$ cat config.mk
export PLATFORM = sky130hd
export DESIGN_NAME = gs_if_stage
export DESIGN_NICKNAME = d
export VERILOG_FILES = /design/src/rtl/gs_pkg.sv /design/src/rtl/gs_fetch_fifo.sv /design/src/rtl/gs_if_stage.sv
export SDC_FILE = /design/constraint.sdc
export NUM_CORES = 1
export LEC_CHECK = 0
export ABC_CLOCK_PERIOD_IN_PS = 13000
export CAP_MARGIN = 20
export CORE_ASPECT_RATIO = 0.6
export CORE_MARGIN = 2
export CORE_UTILIZATION = 35
export DETAILED_ROUTE_END_ITERATION = 10
export GPL_ROUTABILITY_DRIVEN = 0
export GPL_TIMING_DRIVEN = 1
export PLACE_DENSITY_LB_ADDON = 0.25
export SLEW_MARGIN = 10
export SYNTH_ARGS = -nofsm -noshare
export SYNTH_HDL_FRONTEND = slang
export SYNTH_SLANG_ARGS = --single-unit
$ cat constraint.sdc
create_clock -name clk -period 13 [get_ports clk]
set_input_delay 1.95 -clock clk [delete_from_list [all_inputs] [get_ports clk]]
set_output_delay 1.95 -clock clk [all_outputs]
set_load 0.005 [all_outputs]
$ cat src/rtl/gs_pkg.sv
`default_nettype none
// ============================================================================
//  Module      : gs_pkg
//  Description : Shared types and constants for the instruction-fetch stage.
//  Revision    : 1.0 - initial release
// ============================================================================
package gs_pkg;

    // PC source selection driven by the controller
    localparam logic [3:0] PC_BOOT   = 4'd0;
    localparam logic [3:0] PC_NORMAL = 4'd1;
    localparam logic [3:0] PC_BRANCH = 4'd2;
    localparam logic [3:0] PC_JUMP   = 4'd3;

    // Default prefetch buffer depth (entries)
    localparam int unsigned IF_FIFO_DEPTH_DEFAULT = 2;

    // Fetch sequencer states
    typedef enum logic [1:0] {
        IF_IDLE  = 2'd0,
        IF_FETCH = 2'd1,
        IF_ABORT = 2'd2
    } if_state_t;

endpackage : gs_pkg
`default_nettype wire

$ cat src/rtl/gs_fetch_fifo.sv
`default_nettype none
// ============================================================================
//  Module      : gs_fetch_fifo
//  Description : Small circular prefetch buffer holding {pc, instruction}
//                pairs. Flush empties it in one edge; the head is forced to
//                zero while the buffer is empty.
//  Revision    : 1.0 - initial release
// ============================================================================
module gs_fetch_fifo #(
    parameter int unsigned DEPTH = 2,
    parameter int unsigned WIDTH = 64,
    parameter int unsigned CNT_W = $clog2(DEPTH + 1)
) (
    input  logic             clk,
    input  logic             rst,
    input  logic             push_i,
    input  logic [WIDTH-1:0] push_data_i,
    input  logic             pop_i,
    input  logic             flush_i,
    output logic [WIDTH-1:0] pop_data_o,
    output logic [CNT_W-1:0] count_o,
    output logic             full_o,
    output logic             empty_o
);

    localparam int unsigned PTR_W = (DEPTH > 1) ? $clog2(DEPTH) : 1;

    logic [WIDTH-1:0] mem_q [DEPTH];
    logic [PTR_W-1:0] rd_ptr_q;
    logic [PTR_W-1:0] wr_ptr_q;
    logic [CNT_W-1:0] count_q;
    logic             do_push;
    logic             do_pop;

    // Pointer increment with wrap for non power-of-two depths
    function automatic logic [PTR_W-1:0] ptr_inc(input logic [PTR_W-1:0] p);
        return (p == PTR_W'(DEPTH - 1)) ? '0 : p + PTR_W'(1);
    endfunction

    assign empty_o    = (count_q == '0);
    assign full_o     = (count_q == CNT_W'(DEPTH));
    assign count_o    = count_q;
    assign do_push    = push_i & ~full_o & ~flush_i;
    assign do_pop     = pop_i & ~empty_o & ~flush_i;
    assign pop_data_o = empty_o ? '0 : mem_q[rd_ptr_q];

    // Pointer and occupancy bookkeeping; flush wins over push and pop
    always_ff @(posedge clk or posedge rst) begin
        if (rst) begin
            rd_ptr_q <= '0;
            wr_ptr_q <= '0;
            count_q  <= '0;
        end else if (flush_i) begin
            rd_ptr_q <= '0;
            wr_ptr_q <= '0;
            count_q  <= '0;
        end else begin
            if (do_push) wr_ptr_q <= ptr_inc(wr_ptr_q);
            if (do_pop)  rd_ptr_q <= ptr_inc(rd_ptr_q);
            case ({do_push, do_pop})
                2'b10:   count_q <= count_q + CNT_W'(1);
                2'b01:   count_q <= count_q - CNT_W'(1);
                default: count_q <= count_q;
            endcase
        end
    end

    // Storage write; contents need no reset because the head is masked when empty
    always_ff @(posedge clk) begin
        if (do_push) mem_q[wr_ptr_q] <= push_data_i;
    end

endmodule : gs_fetch_fifo
`default_nettype wire

$ cat src/rtl/gs_if_stage.sv
`default_nettype none
// ============================================================================
//  Module      : gs_if_stage
//  Description : Instruction-fetch stage. Issues one request at a time to
//                instruction memory, buffers responses in a prefetch FIFO and
//                hands them to decode. Redirects with a request in flight go
//                through ABORT so the stale response is dropped.
//  Revision    : 1.0 - initial release
// ============================================================================
module gs_if_stage
    import gs_pkg::*;
#(
    parameter int unsigned FIFO_DEPTH = IF_FIFO_DEPTH_DEFAULT,
    parameter int unsigned ADDR_W     = 32
) (
    input  logic              clk,
    input  logic              rst,
    input  logic [ADDR_W-1:0] boot_addr_i,
    input  logic              instr_fetch_i,
    input  logic [3:0]        pc_mux_sel_i,
    input  logic [ADDR_W-1:0] branch_target_i,
    input  logic [ADDR_W-1:0] jump_target_i,
    input  logic              flush_if_i,
    input  logic              halt_if_i,
    output logic              instr_req_o,
    output logic [ADDR_W-1:0] instr_addr_o,
    input  logic              instr_gnt_i,
    input  logic              instr_rvalid_i,
    input  logic [31:0]       instr_rdata_i,
    output logic              if_fetch_valid_o,
    output logic [31:0]       instr_o,
    output logic [ADDR_W-1:0] pc_o,
    input  logic              id_ready_i,
    output logic              if_fetch_ready_o,
    output logic              instr_misaligned_o
);

    localparam int unsigned CNT_W  = $clog2(FIFO_DEPTH + 1);
    localparam int unsigned DATA_W = ADDR_W + 32;

    if_state_t         state_q;
    logic [ADDR_W-1:0] fetch_pc_q;
    logic [ADDR_W-1:0] req_pc_q;
    logic              outstanding_q;
    logic              req_hold_q;
    logic              misaligned_q;

    logic              redirect;
    logic [ADDR_W-1:0] target;
    logic              gnt_fire;
    logic              rsp_fire;
    logic              room;
    logic              fifo_push;
    logic              fifo_pop;
    logic [DATA_W-1:0] fifo_head;
    logic [CNT_W-1:0]  fifo_count;
    logic              fifo_full;
    logic              fifo_empty;

    assign redirect = flush_if_i &
                      ((pc_mux_sel_i == PC_BRANCH) | (pc_mux_sel_i == PC_JUMP));
    assign target   = (pc_mux_sel_i == PC_JUMP) ? jump_target_i : branch_target_i;

    // Buffer space left once the in-flight response is accounted for
    assign room = ({1'b0, fifo_count} + {{CNT_W{1'b0}}, outstanding_q})
                  < (CNT_W + 1)'(FIFO_DEPTH);

    // Single outstanding request; an unanswered request is held until granted
    // so halt cannot retract it (only a redirect clears the hold)
    assign instr_req_o  = (state_q == IF_FETCH) & ~outstanding_q &
                          (req_hold_q | (~halt_if_i & room & ~fifo_full));
    assign instr_addr_o = fetch_pc_q;
    assign gnt_fire     = instr_req_o & instr_gnt_i;
    assign rsp_fire     = (state_q == IF_FETCH) & outstanding_q & instr_rvalid_i;
    assign fifo_push    = rsp_fire & ~flush_if_i;

    assign if_fetch_valid_o   = ~fifo_empty & ~halt_if_i & ~flush_if_i;
    assign fifo_pop           = if_fetch_valid_o & id_ready_i;
    assign instr_o            = fifo_head[31:0];
    assign pc_o               = fifo_head[DATA_W-1:32];
    assign if_fetch_ready_o   = (state_q == IF_FETCH);
    assign instr_misaligned_o = misaligned_q;

    // Fetch sequencer: request bookkeeping, PC update and abort tracking
    always_ff @(posedge clk or posedge rst) begin
        if (rst) begin
            state_q       <= IF_IDLE;
            fetch_pc_q    <= '0;
            req_pc_q      <= '0;
            outstanding_q <= 1'b0;
            req_hold_q    <= 1'b0;
            misaligned_q  <= 1'b0;
        end else begin
            misaligned_q <= 1'b0;
            case (state_q)
                IF_IDLE: begin
                    outstanding_q <= 1'b0;
                    req_hold_q    <= 1'b0;
                    if (instr_fetch_i) begin
                        state_q    <= IF_FETCH;
                        fetch_pc_q <= boot_addr_i;
                    end
                end
                IF_FETCH: begin
                    req_hold_q <= instr_req_o & ~instr_gnt_i & ~redirect;
                    if (gnt_fire) begin
                        outstanding_q <= 1'b1;
                        req_pc_q      <= fetch_pc_q;
                        fetch_pc_q    <= fetch_pc_q + ADDR_W'(4);
                    end else if (rsp_fire) begin
                        outstanding_q <= 1'b0;
                    end
                    // Any flush leaving a granted request unanswered must
                    // swallow its response; a flush coinciding with rvalid
                    // simply drops that response here
                    if (flush_if_i && (gnt_fire || (outstanding_q && !instr_rvalid_i))) begin
                        state_q <= IF_ABORT;
                    end
                    if (redirect) begin
                        fetch_pc_q   <= {target[ADDR_W-1:2], 2'b00};
                        misaligned_q <= |target[1:0];
                    end
                end
                IF_ABORT: begin
                    req_hold_q <= 1'b0;
                    if (instr_rvalid_i) begin
                        state_q       <= IF_FETCH;
                        outstanding_q <= 1'b0;
                    end
                    if (redirect) begin
                        fetch_pc_q   <= {target[ADDR_W-1:2], 2'b00};
                        misaligned_q <= |target[1:0];
                    end
                end
                default: begin
                    state_q <= IF_IDLE;
                end
            endcase
        end
    end

    gs_fetch_fifo #(
        .DEPTH (FIFO_DEPTH),
        .WIDTH (DATA_W),
        .CNT_W (CNT_W)
    ) u_fifo (
        .clk         (clk),
        .rst         (rst),
        .push_i      (fifo_push),
        .push_data_i ({req_pc_q, instr_rdata_i}),
        .pop_i       (fifo_pop),
        .flush_i     (flush_if_i),
        .pop_data_o  (fifo_head),
        .count_o     (fifo_count),
        .full_o      (fifo_full),
        .empty_o     (fifo_empty)
    );

endmodule : gs_if_stage
`default_nettype wire

Yosys cells after proc, flatten, opt, wreduce, memory -nomap -nowiden

Memories as Yosys holds them, arrays and structs flattened.
Index checks and enable logic that the tools add are counted.

Register bits after elaboration: 73
RAM bits: 128
Memories kept: 1

Memory list:

| name         | depth | bits a word | rd ports | clocked after Yosys merged registers in | wr ports | line                | RTL |
|---|---|---|---|---|---|---|---|
| u_fifo.mem_q | 2     | 64          | 1        | 0                                       | 1        | gs_fetch_fifo.sv:28 | `logic [WIDTH-1:0] mem_q [DEPTH];` |

Add/sub/neg operators: 6
Magnitude comparators: 1
Eq/ne operators: 13
Mux-type cells: 28
Bitwise logic cells: 27
Reductions and logical operators: 18

Operators with widths:

| operator                | count |
|---|---|
| $mux W32                | 5 |
| $pmux W32 S3            | 1 |
| $mux W64                | 1 |
| $add A32 B3 Y32 const B | 1 |
| $and A1 B1 Y1           | 18 |
| $mux W1                 | 13 |
| $eq A4 B2 Y1 const B    | 2 |
| $mux W2                 | 4 |
| $not A1 Y1              | 7 |
| $eq A2 B2 Y1 const B    | 3 |
| $ne A2 B2 Y1 const B    | 3 |
| $ne A3 B1 Y1 const B    | 2 |
| $pmux W2 S3             | 1 |
| $reduce_and A3 Y1       | 2 |
| $reduce_bool A2 Y1      | 3 |
| $reduce_bool A3 Y1      | 2 |
| $reduce_or A2 Y1        | 3 |
| $eq A2 B1 Y1 const B    | 2 |
| $logic_not A2 Y1        | 2 |
| $pmux W2 S2             | 1 |
| $reduce_and A4 Y1       | 1 |
| $add A2 B1 Y3           | 1 |
| $lt A3 B2 Y1 const B    | 1 |
| $pmux W1 S3             | 1 |
| other kinds (10)        | 13 |

Longest topological paths before layout

Gate-level depths: netlist of the first run.

Depth in word-level cells: 11
Gate-level depth with buffers: 9
Gate-level depth less buffers: 7

Modules after synthesis

From an unflattened synthesis of the first run, not the netlist that was laid out.

Cells, all modules: 760
Area total of the unflattened synthesis: 9390.3 sq um

Modules (own cells, without submodules):

| module        | times used | cells each | area each (sq um) |
|---|---|---|---|
| gs_fetch_fifo | 1          | 297        | 5042.3 |
| gs_if_stage   | 1          | 463        | 4347.9 |

Worst setup path after synthesis of the first run

Ideal clock, no wire load.

Path kind: in2reg
Start: input port instr_rvalid_i
End: memory u_fifo.mem_q[1][0], enable pin
Arrival: 6.903 ns
Slack: 5.519 ns
Cell stages on the path: 2
Path buffers: 0
Cell sequence: nand4b_1 -> nor3b_1

Word-level cells in the longest chain between the ends: 6

RTL lines:

| item                          | line                | RTL |
|---|---|---|
| start, declared               | gs_if_stage.sv:28   | `input logic instr_rvalid_i,` |
| $and A1 B1 Y1                 | gs_if_stage.sv:74   | `assign rsp_fire = (state_q == IF_FETCH) & outstanding_q & instr_rvalid_i;` |
| $and A1 B1 Y1                 | gs_if_stage.sv:75   | `assign fifo_push = rsp_fire & ~flush_if_i;` |
| $and A1 B1 Y1 (2 in series)   | gs_fetch_fifo.sv:43 | `assign do_push = push_i & ~full_o & ~flush_i;` |
| $mux W1                       | gs_fetch_fifo.sv:70 | `if (do_push) mem_q[wr_ptr_q] <= push_data_i;` |
| $mux W1 (implied by the code) | gs_fetch_fifo.sv:70 |  |
| end, declared                 | gs_fetch_fifo.sv:28 |  |

No other way between the ends.

Worst setup path in the final report of the first run

Start: input port flush_if_i
End: output port if_fetch_valid_o

Word-level cells in the longest chain between the ends: 2

RTL lines:

| item            | line              | RTL |
|---|---|---|
| start, declared | gs_if_stage.sv:23 | `input logic flush_if_i,` |
| $not A1 Y1      | gs_if_stage.sv:77 | `assign if_fetch_valid_o = ~fifo_empty & ~halt_if_i & ~flush_if_i;` |
| $and A1 B1 Y1   | gs_if_stage.sv:77 |  |
| end, declared   | gs_if_stage.sv:30 | `output logic if_fetch_valid_o,` |

No other way between the ends.

==> results of run 1 <==
[registers in the layout, summed over array words and instances (netlist names)]
name / flops
u_fifo.count_o: 2
instr_misaligned_o: 1
u_fifo.mem_q: 128
req_pc_q: 32
state_q: 2
instr_addr_o: 32
u_fifo.rd_ptr_q: 1
outstanding_q: 1
req_hold_q: 1
u_fifo.wr_ptr_q: 1
[power by group through the flow]
stage / Clock [W] / Sequential, W / Combinational, W
5_1_grt: 0.000609 / 0.000995 / 0.000892
2_1_floorplan: 0 / 0.000918 / 0.000526
4_1_cts: 0.000580 / 0.000975 / 0.000797
3_3_place_gp: 0 / 0.000981 / 0.000780
6_report: 0.000566 / 0.000976 / 0.000807
3_5_place_dp: 0 / 0.000987 / 0.000794
[worst max-delay path: stages]
cell and delay (ns):
clkdlybuf4s50_1 0.62, nor3_1 0.31, clkdlybuf4s50_1 0.56
[how the worst max path moves through the flow]
stage / slack, ns / from / cells after the start / endpoint
after CTS: 7.57 / flush_if_i / 3 / if_fetch_valid_o
after floorplan: 5.52 / instr_rvalid_i / 2 / u_fifo.mem_q[1][0]$_DFFE_PP_
after detailed placement: 7.56 / flush_if_i / 3 / if_fetch_valid_o
after global routing: 7.51 / flush_if_i / 3 / if_fetch_valid_o
after global placement: 7.54 / flush_if_i / 3 / if_fetch_valid_o
final: 7.60 / flush_if_i / 3 / if_fetch_valid_o
[area by class of cell]
cell class,count,area [um^2],share of cell area [%]
inverter,16,61.3,0.476
clock inverter,8,52.6,0.408
tap,360,450,3.50
antenna,1,2.50,0.0194
sequential,201,5670,44.1
timing repair buffer,252,2510,19.5
clock buffer,32,588,4.57
multi-input combinational,493,3530,27.4
[kinds of logic (layout without fill, tap and decap cells)]
kind of cell,count (synthesis),in the layout,share of synthesized area [%]
DFF,201,201,59.7
buffers and inverters,68,308,3.49
muxes,137,137,14.9
adders and majority gates,6,6,0.790
xor gates and xnor gates,12,12,1.11
AOI/OAI and AO/OA,130,130,9.03
and+or+nand+nor,208,208,10.9
other,0,1,0
[synthesized netlist by cell type (all sizes together) (3+ instances only)]
cell and n:
nor4 12, and3 3, a41oi 3, inv 16, o211ai 3, xnor2 8, a21oi 17, dfrtp 73
o31a 4, a211oi 4, o221ai 5, clkbuf 25, o21ai 50, and4 4, ha 6, mux2i 100
nor2b 7, a2bb2oi 3, nand3 9, a31o 5, nor3 17, nand2 24, a31oi 9, xor2 4
edfxtp 128, mux2 37, o31ai 11, buf 27, nand4 13, nor2 107
[per-layer routing]
metal	share of wire, %	global-route usage, %
met5	0	0
met2	44	28.9
met1	47	28.1
met4	1.3	3.27
met3	7.2	3.89
[metrics by stage]
| step | hold WS (ns) | instance area (um^2) | worst slack, ns |
|---|---|---|---|
| after floorplan | 0.438 | 9500 | 5.52 |
| after global placement | 0.447 | 12200 | 7.54 |
| after detailed placement | 0.452 | 12200 | 7.56 |
| after CTS | 0.459 | 12800 | 7.57 |
| after global routing | 0.470 | 12900 | 7.51 |
| final | 0.463 | 12900 | 7.60 |
==> impl_results.md, run 1 <==
* Status: finished, final reports clean
* Mean post-synth cell area at 12.5 um^2
* Flop2flop setup slack at 9.62 ns
* # setup viols final at 0
* Top FF cell, synth: edfxtp_1
* Headroom to the max-slew limit at 38.0%
* Hold Path Sink: u_fifo.mem_q[0][55]$_DFFE_PP_
* Worst-path clk slew at 0.06 ns
* Logic pwr share at 34.3%
* Worst slew pin tran at 0.927 ns
* Clock Root Buffer: clkbuf_16
* Tot GR Track Use at 18.9%
* First-pass GRT wire length at between 40 and 50 mm
* IO Count at 240
* Overall Power at 0.00235 W
* Arr. time, crit path at 3.45 ns
* Post-synthesis sequential area ratio at around three fifths
* Commonest non-fill, non-tap cells in the layout: 239 x clkdlybuf4s50_1, 128 x edfxtp_1, 105 x nor2_1
* Peak VDD IR at just over 90 uV
* Initial antenna violation count at 1
* Gate Count Post-Synth at 762
* PostCTS Resize Cnt at 0
* EDFF count, synth at between 100 and 150
* Sum Neg Setup Slack at 0 ns
* Synth Warn # at 0
* Fin. Hold Viols at 0
* Top cell type's share of synthesized area at 40.5%
* CP Class: primary input to primary output
* Fin util at 48.5%
* DRT iter0 DRCs at 511
* CTS tree: yes
* Crit-path max FO at 10
* Via count at 6963
* Synth area leaders: edfxtp_1 40%, dfrtp_1 19%, mux2i_1 11%, mux2_2 4.4%, nor2_1 4.2%
* Post-synthesis register bit count at 201
* Initial core utilization at 35.8%
* Crit path time final at 5.40 ns
* Critical Path RT at 11.05 ns
* Placed insts at between 1000 and 1500
* Post-Syn Nets at 908
* Detailed-router iteration count before antenna repair at 4
* DP Wirelength at 18.4 mm
* Rows at 46
* TritonCTS buffer count at 22
* Fill cells at 2449
* Die area at 0.0285 mm^2
* Fmax at 185 MHz
* Layout Cells excl Fill at 1363
* Hold Path Stages at 0
* Clk_lat worst skew at ~0.51 ns
* Vias in the first global route at 6952
* Core ar. at between 0.02 and 0.03 mm^2
* Int Power at 0.00152 W
* Area added between synthesis and finish at 35.5%
* Most common cell after layout, fill and taps aside: clkdlybuf4s50_1
* Nets@finish at 1132
* Cell area after synthesis at 0.00950 mm^2
* Max Cap Viol at 0
* PortBufs at 239
* Sw power at between 0.0008 and 0.0009 W
* Share of layout cells above drive strength 1 at about 10%
* Distinct cells, synth at 65
* Drt wl/cell at 20.0 um
* Maximum number of pins on one net before global-route repair at 68
* Die W at 217 um
* Vias/cell at 5.11
* Worst reg2reg path depth at 5
* HP Start: req_pc_q[23]$_DFFE_PP0P_
* Number of setup buffers added after CTS at 0
* CP Launch Type: primary input
* Clock Skew at between 0.015 and 0.02 ns
* Hold-fix buffers at CTS at 0
* Max-slew violations at 0
* Remaining DRCs at 0
* Leak Pwr at 4.40 nW
* Power per cell area at 182 mW/mm^2
* Ys async rst share at 36.3%
* Final period utilization at 41.5%
* FF-to-FF End: u_fifo.mem_q[0][32]$_DFFE_PP_
* Critical Path Sink Type: primary output
* H-tree Lvls at 1
* Clock Tree Buf Depth at 3
* Dominant cell type by area after synthesis: edfxtp_1
* Clk pwr share at 24.1%
* RSZ-0062 raised after global routing: no
* Flop pwr share at 41.5%
* Reg2reg start: state_q[1]$_DFFE_PP0P_
* Worst Hold Class: register to register
* Detail Route Antenna Nets at 0
* CTS sink cnt at 201
* Routed WL at 27.3 mm
* Sw Ratio at 35.3%
* Die height at 132 um
* GRT overflow at 0
No activity file was read; power rests on OpenSTA's default activity.
==> inputs of run 2 (changes only) <==
--- a/config.mk
+++ b/config.mk
@@ -5,7 +5,7 @@
 export SDC_FILE = /design/constraint.sdc
 export NUM_CORES = 1
 export LEC_CHECK = 0
-export ABC_CLOCK_PERIOD_IN_PS = 13000
+export ABC_CLOCK_PERIOD_IN_PS = 5000
 export CAP_MARGIN = 20
 export CORE_ASPECT_RATIO = 0.6
 export CORE_MARGIN = 2
==> constraint.sdc (replaced) <==
create_clock -name clk -period 5 [get_ports clk]
set_input_delay 0.75 -clock clk [delete_from_list [all_inputs] [get_ports clk]]
set_output_delay 0.75 -clock clk [all_outputs]
set_load 0.005 [all_outputs]
==> impl_results.md, run 2 (synthesis gave the netlist of run 1 again) <==
* Status: finished, final reports clean
* Clock Root Buffer: clkbuf_16
* Fin util at 48.5%
* CTS tree: yes
* Max stage delay cell, worst path: dfrtp_4
* Tot GR Track Use at 18.7%
* Nets@finish at 1130
* TritonCTS buffer count at 20
* Routed WL at 26.8 mm
* Final period utilization at 70.8%
* Hold Worst Slack at 0.464 ns
* Power per cell area at 474 mW/mm^2
* Crit path time final at 3.54 ns
* Met2 routed wirelength at 11.5 mm
* Die height at 132 um
* Sw Ratio at between 30 and 40%
* Largest Register: u_fifo.mem_q
* Routed length on met1 at 12.8 mm
* Via count at 6947
* Clk_lat worst skew at around 0.50 ns
* Rows at 46
* DRT iter0 DRCs at 519
* Initial antenna violation count at 2
* RSZ-0062 raised after global routing: no
* PortBufs at 239
* Clock Tree Buf Depth at 3
* Max-slew violations at 0
* Die area at 0.0285 mm^2
* Crit path buffers/inverters at 2
* Vias in the first global route at slightly below 7000
* Share of layout cells above drive strength 1 at 10.1%
* Max Cap Viol at 0
* H-tree Lvls at 1
* Detail Route Antenna Nets at 0
* IO Count at 240
* Hold-fix buffers at CTS at 0
* Most common cell after layout, fill and taps aside: clkdlybuf4s50_1
* Leak Pwr at 4.41 nW
* CP Class: register to primary output
* Flop pwr share at 41.9%
* Fin. Hold Viols at 0
* Critical Path Sink Type: primary output
* CTS sink cnt at 201
* Number of setup buffers added after CTS at 0
* Headroom to the max-slew limit at 35.3%
* Logic pwr share at 34.6%
* Fmax at 282 MHz
* Sum Neg Setup Slack at 0 ns
* Int Power at between 0.003 and 0.004 W
* Remaining DRCs at 0
* Worst-path clk slew at 0.06 ns
* Arr. time, crit path at 2.79 ns
* Clock Skew at 0.0117 ns
* Sw power at 0.00216 W
* Peak VDD IR at 284 uV
* Initial core utilization at 35.8%
* GRT overflow at 0
* # setup viols final at 0
* Maximum number of pins on one net before global-route repair at 65
* Crit-path max FO at 51
* CP cell instances: buf_4 > mux2i_1 > nor2_1 > clkdlybuf4s50_1
* CP top delay family: flip-flops
* Commonest non-fill, non-tap cells in the layout: 239 x clkdlybuf4s50_1, 128 x edfxtp_1, 105 x nor2_1
* DP Wirelength at 18.3 mm
* Worst slew pin tran at 0.970 ns
* Top Layer Used: met4
* Clk pwr share at 23.5%
* PostCTS Resize Cnt at 0
* First-pass GRT wire length at 41.3 mm
* Core ar. at 0.0265 mm^2
* Critical path's largest stage delay at about 1.0 ns
* Drt wl/cell at around 20 um
* Die W at between 200 and 250 um
* WL met3 at 2.01 mm
* Area added between synthesis and finish at 35.4%
* CP Launch Type: register
* Detailed-router iteration count before antenna repair at 5
* Max FFs per register at 128
* Critical Path RT at 4.25 ns
* Vias/cell at slightly above 5
* Worst Hold Class: register to register
-- run 2: cell types whose count changed in the layout (fill, tap and decap cells not counted), moves of 2 or more --
cell / delta
clkbuf_16: -2
clkinv_2: +3
clkbuf_1: -4
clkinvlp_4: -2
-- run 2: layout make-up --
type | instances | area [um^2]
inverters | 16 | 61.3
repair buffers | 252 | 2510
well taps | 360 | 450
fillers | 2380 | 13700
clock buffers | 27 | 537
clock inverters | 9 | 78.8
flip-flops and latches | 201 | 5670
multi-input cells | 493 | 3540
diodes | 1 | 2.50
-- run 2: stage by stage --
step / cells / area (um^2) / total power [W] / setup WS (ns)
after floorplan: 762 / 9510 / 0.00375 / 0.688
after global placement: 1320 / 12200 / 0.00461 / 1.51
after detailed placement: 1320 / 12200 / 0.00466 / 1.42
after CTS: 1356 / 12800 / 0.00611 / 1.40
after global routing: 1359 / 12900 / 0.00645 / 1.26
final: 1359 / 12900 / 0.00610 / 1.46
-- run 2: metal layers --
layer / vias up / track usage [%]
met5: - / 0
met4: 0 / 4.22
met3: 31 / 4.26
met2: 251 / 27.5
met1: 3374 / 27.8
li1: 3291 / -
-- run 2: power groups by stage --
stage / clock (W) / sequential (W) / combinational, W
after floorplan: 0 / 0.00239 / 0.00137
after global placement: 0 / 0.00257 / 0.00204
after detailed placement: 0 / 0.00259 / 0.00207
after CTS: 0.00147 / 0.00255 / 0.00208
after global routing: 0.00153 / 0.00261 / 0.00231
final: 0.00143 / 0.00256 / 0.00211
-- run 2: worst paths after layout --
kind	to	slack (ns)	from	depth (start not counted)
setup reg to reg	u_fifo.mem_q[1][4]$_DFFE_PP_	2.02	state_q[1]$_DFFE_PP0P_	5
hold reg to reg	u_fifo.mem_q[0][54]$_DFFE_PP_	0.46	req_pc_q[22]$_DFFE_PP0P_	0
min in group asynchronous	req_pc_q[0]$_DFFE_PP0P_	0.74	rst	2
hold / removal	u_fifo.mem_q[0][54]$_DFFE_PP_	0.46	req_pc_q[22]$_DFFE_PP0P_	0
setup / recovery	instr_o[12]	1.46	u_fifo.rd_ptr_q$_DFFE_PP0P_	4
max in group asynchronous	u_fifo.rd_ptr_q$_DFFE_PP0P_	3.28	rst	3
==> inputs of run 3 (changes only) <==
--- a/config.mk
+++ b/config.mk
@@ -5,7 +5,7 @@
 export SDC_FILE = /design/constraint.sdc
 export NUM_CORES = 1
 export LEC_CHECK = 0
-export ABC_CLOCK_PERIOD_IN_PS = 5000
+export ABC_CLOCK_PERIOD_IN_PS = 3300
 export CAP_MARGIN = 20
 export CORE_ASPECT_RATIO = 0.6
 export CORE_MARGIN = 2
==> constraint.sdc (replaced) <==
create_clock -name clk -period 3.3 [get_ports clk]
set_input_delay 0.495 -clock clk [delete_from_list [all_inputs] [get_ports clk]]
set_output_delay 0.495 -clock clk [all_outputs]
set_load 0.005 [all_outputs]
==> impl_results.md, run 3 (synthesis gave the netlist of run 1 again) <==
* Status: finished, final reports clean
* IO Count at 240
* Worst slew pin tran at between 0.7 and 0.8 ns
* Tot GR Track Use at 18.6%
* Drt wl/cell at 19.5 um
* Maximum number of pins on one net before global-route repair at 63
* CP Launch Type: register
* DP Worst Slack at roughly 0.48 ns
* Worst setup margin at between 0.3 and 0.4 ns
* Rows at 46
* First-pass GRT wire length at 41.2 mm
* Most common cell after layout, fill and taps aside: clkdlybuf4s50_1
* Clock Tree Buf Depth at 3
* Clk_lat worst skew at 0.50 ns
* Detail Route Antenna Nets at 0
* Share of layout cells above drive strength 1 at between 10% and 20%
* Post-route design area at roughly 0.013 mm^2
* Die area at 0.0285 mm^2
* Headroom to the max-slew limit at 52.7%
* Fin. Hold Viols at 0
* CP Class: register to primary output
* Remaining DRCs at 0
* Final period utilization at between 80% and 90%
* Worst Hold Class: primary input to asynchronous set/reset pin
* Core ar. at 0.0265 mm^2
* Crit-path max FO at 36
* Clock Root Buffer: clkbuf_16
* Critical Path RT at 2.80 ns
* Clock Skew at 0.0126 ns
* Area added between synthesis and finish at 37.7%
* Die W at 217 um
* Critical Path Sink Type: primary output
* # setup viols final at 0
* Detailed-router iteration count before antenna repair at 5
* Power per cell area at 718 mW/mm^2
* Max-slew violations at 0
* DP Wirelength at 19.0 mm
* Dpl cell area at 0.0124 mm^2
* Worst-path clk slew at approximately 0.06 ns
* Max Cap Viol at 0
* Critical Path Source: u_fifo.rd_ptr_q$_DFFE_PP0P_
* Arr. time, crit path at between 2 and 2.5 ns
* CTS tree: yes
* Die height at 132 um
* Via count at 7019
* Routed WL at 26.8 mm
* GRT overflow at 0
* TritonCTS buffer count at 21
* Leak Pwr at 4.50 nW
* Fin util at 49.3%
* Initial antenna violation count at 1
* RSZ-0062 raised after global routing: no
* Max FFs per register at 128
* H-tree Lvls at 1
* Crit path time final at 2.94 ns
* Vias in the first global route at 6932
* PostCTS Resize Cnt at 0
* PortBufs at approximately 240
* Reg2reg start: state_q[1]$_DFFE_PP0P_
* CTS sink cnt at about 200
* Number of setup buffers added after CTS at 0
* Vias/cell at between 5 and 6
* Fmax at 340 MHz
* Largest Register: u_fifo.mem_q
* Sum Neg Setup Slack at 0 ns
* Nets@finish at approximately 1100
* Commonest non-fill, non-tap cells in the layout: 239 x clkdlybuf4s50_1, 128 x edfxtp_1, 105 x nor2_1
* Hold-fix buffers at CTS at 0
* DRT iter0 DRCs at a little over 500
* Initial core utilization at 35.8%
* Fill cells at 2381
* Peak VDD IR at roughly 410 uV
run 3: cell count changes in the layout (fill, tap and decap cells not counted), sizes merged:
cell	change
clkinvlp	+1
bufinv	+1
buf	+12
clkbuf	+1
clkinv	-2
inv	+1
run 3: metrics by stage:
| stage | hold WS [ns] | total power, W | cells |
|---|---|---|---|
| after floorplan | 0.438 | 0.00571 | 762 |
| after global placement | 0.448 | 0.00705 | 1334 |
| after detailed placement | 0.457 | 0.00711 | 1334 |
| after CTS | 0.320 | 0.00944 | 1372 |
| after global routing | 0.342 | 0.00991 | 1372 |
| final | 0.317 | 0.00938 | 1373 |
run 3: final timing paths:
path	endpoint	slack, ns	cells after the start
worst max-delay path	instr_o[8]	0.36	4
worst min-delay path	req_pc_q[24]$_DFFE_PP0P_	0.32	2
worst max register to register	instr_addr_o[29]$_DFFE_PP0P_	0.74	6
worst min register to register	u_fifo.mem_q[1][60]$_DFFE_PP_	0.47	0
max in group asynchronous	u_fifo.rd_ptr_q$_DFFE_PP0P_	2.36	3
min in group clk	u_fifo.mem_q[1][60]$_DFFE_PP_	0.47	0
run 3: area by class of cell:
class | instances | area [um^2] | area share (%)
clock buffer | 28 | 552 | 4.22
antenna | 1 | 2.50 | 0.0191
timing repair buffer | 264 | 2680 | 20.5
clock inverter | 10 | 101 | 0.775
inverter | 16 | 61.3 | 0.469
multi-input combinational | 493 | 3550 | 27.2
tap | 360 | 450 | 3.44
sequential | 201 | 5670 | 43.4
run 3: critical path, stage by stage (launching register included):
cell and delay (ns):
dfrtp_4 0.75, buf_12 0.33, mux2i_1 0.30, nor2_1 0.06
clkdlybuf4s50_1 0.45
run 3: routing by layer:
layer | part of all wire, % | track usage (%) | up-vias
met5 | 0 | 0 | -
met4 | 1.6 | 3.39 | 0
met1 | 49 | 27.8 | 3432
met3 | 6.4 | 4.10 | 34
li1 | - | - | 3321
met2 | 43 | 28.0 | 232
run 3: power by group:
part | switching [W] | total, W | internal, W | leakage, nW
Clock | 0.000954 | 0.00229 | 0.00133 | 0.314
Combinational | 0.00169 | 0.00323 | 0.00154 | 2.12
Sequential | 0.000638 | 0.00387 | 0.00323 | 2.07
Total | 0.00328 | 0.00938 | 0.00610 | 4.50
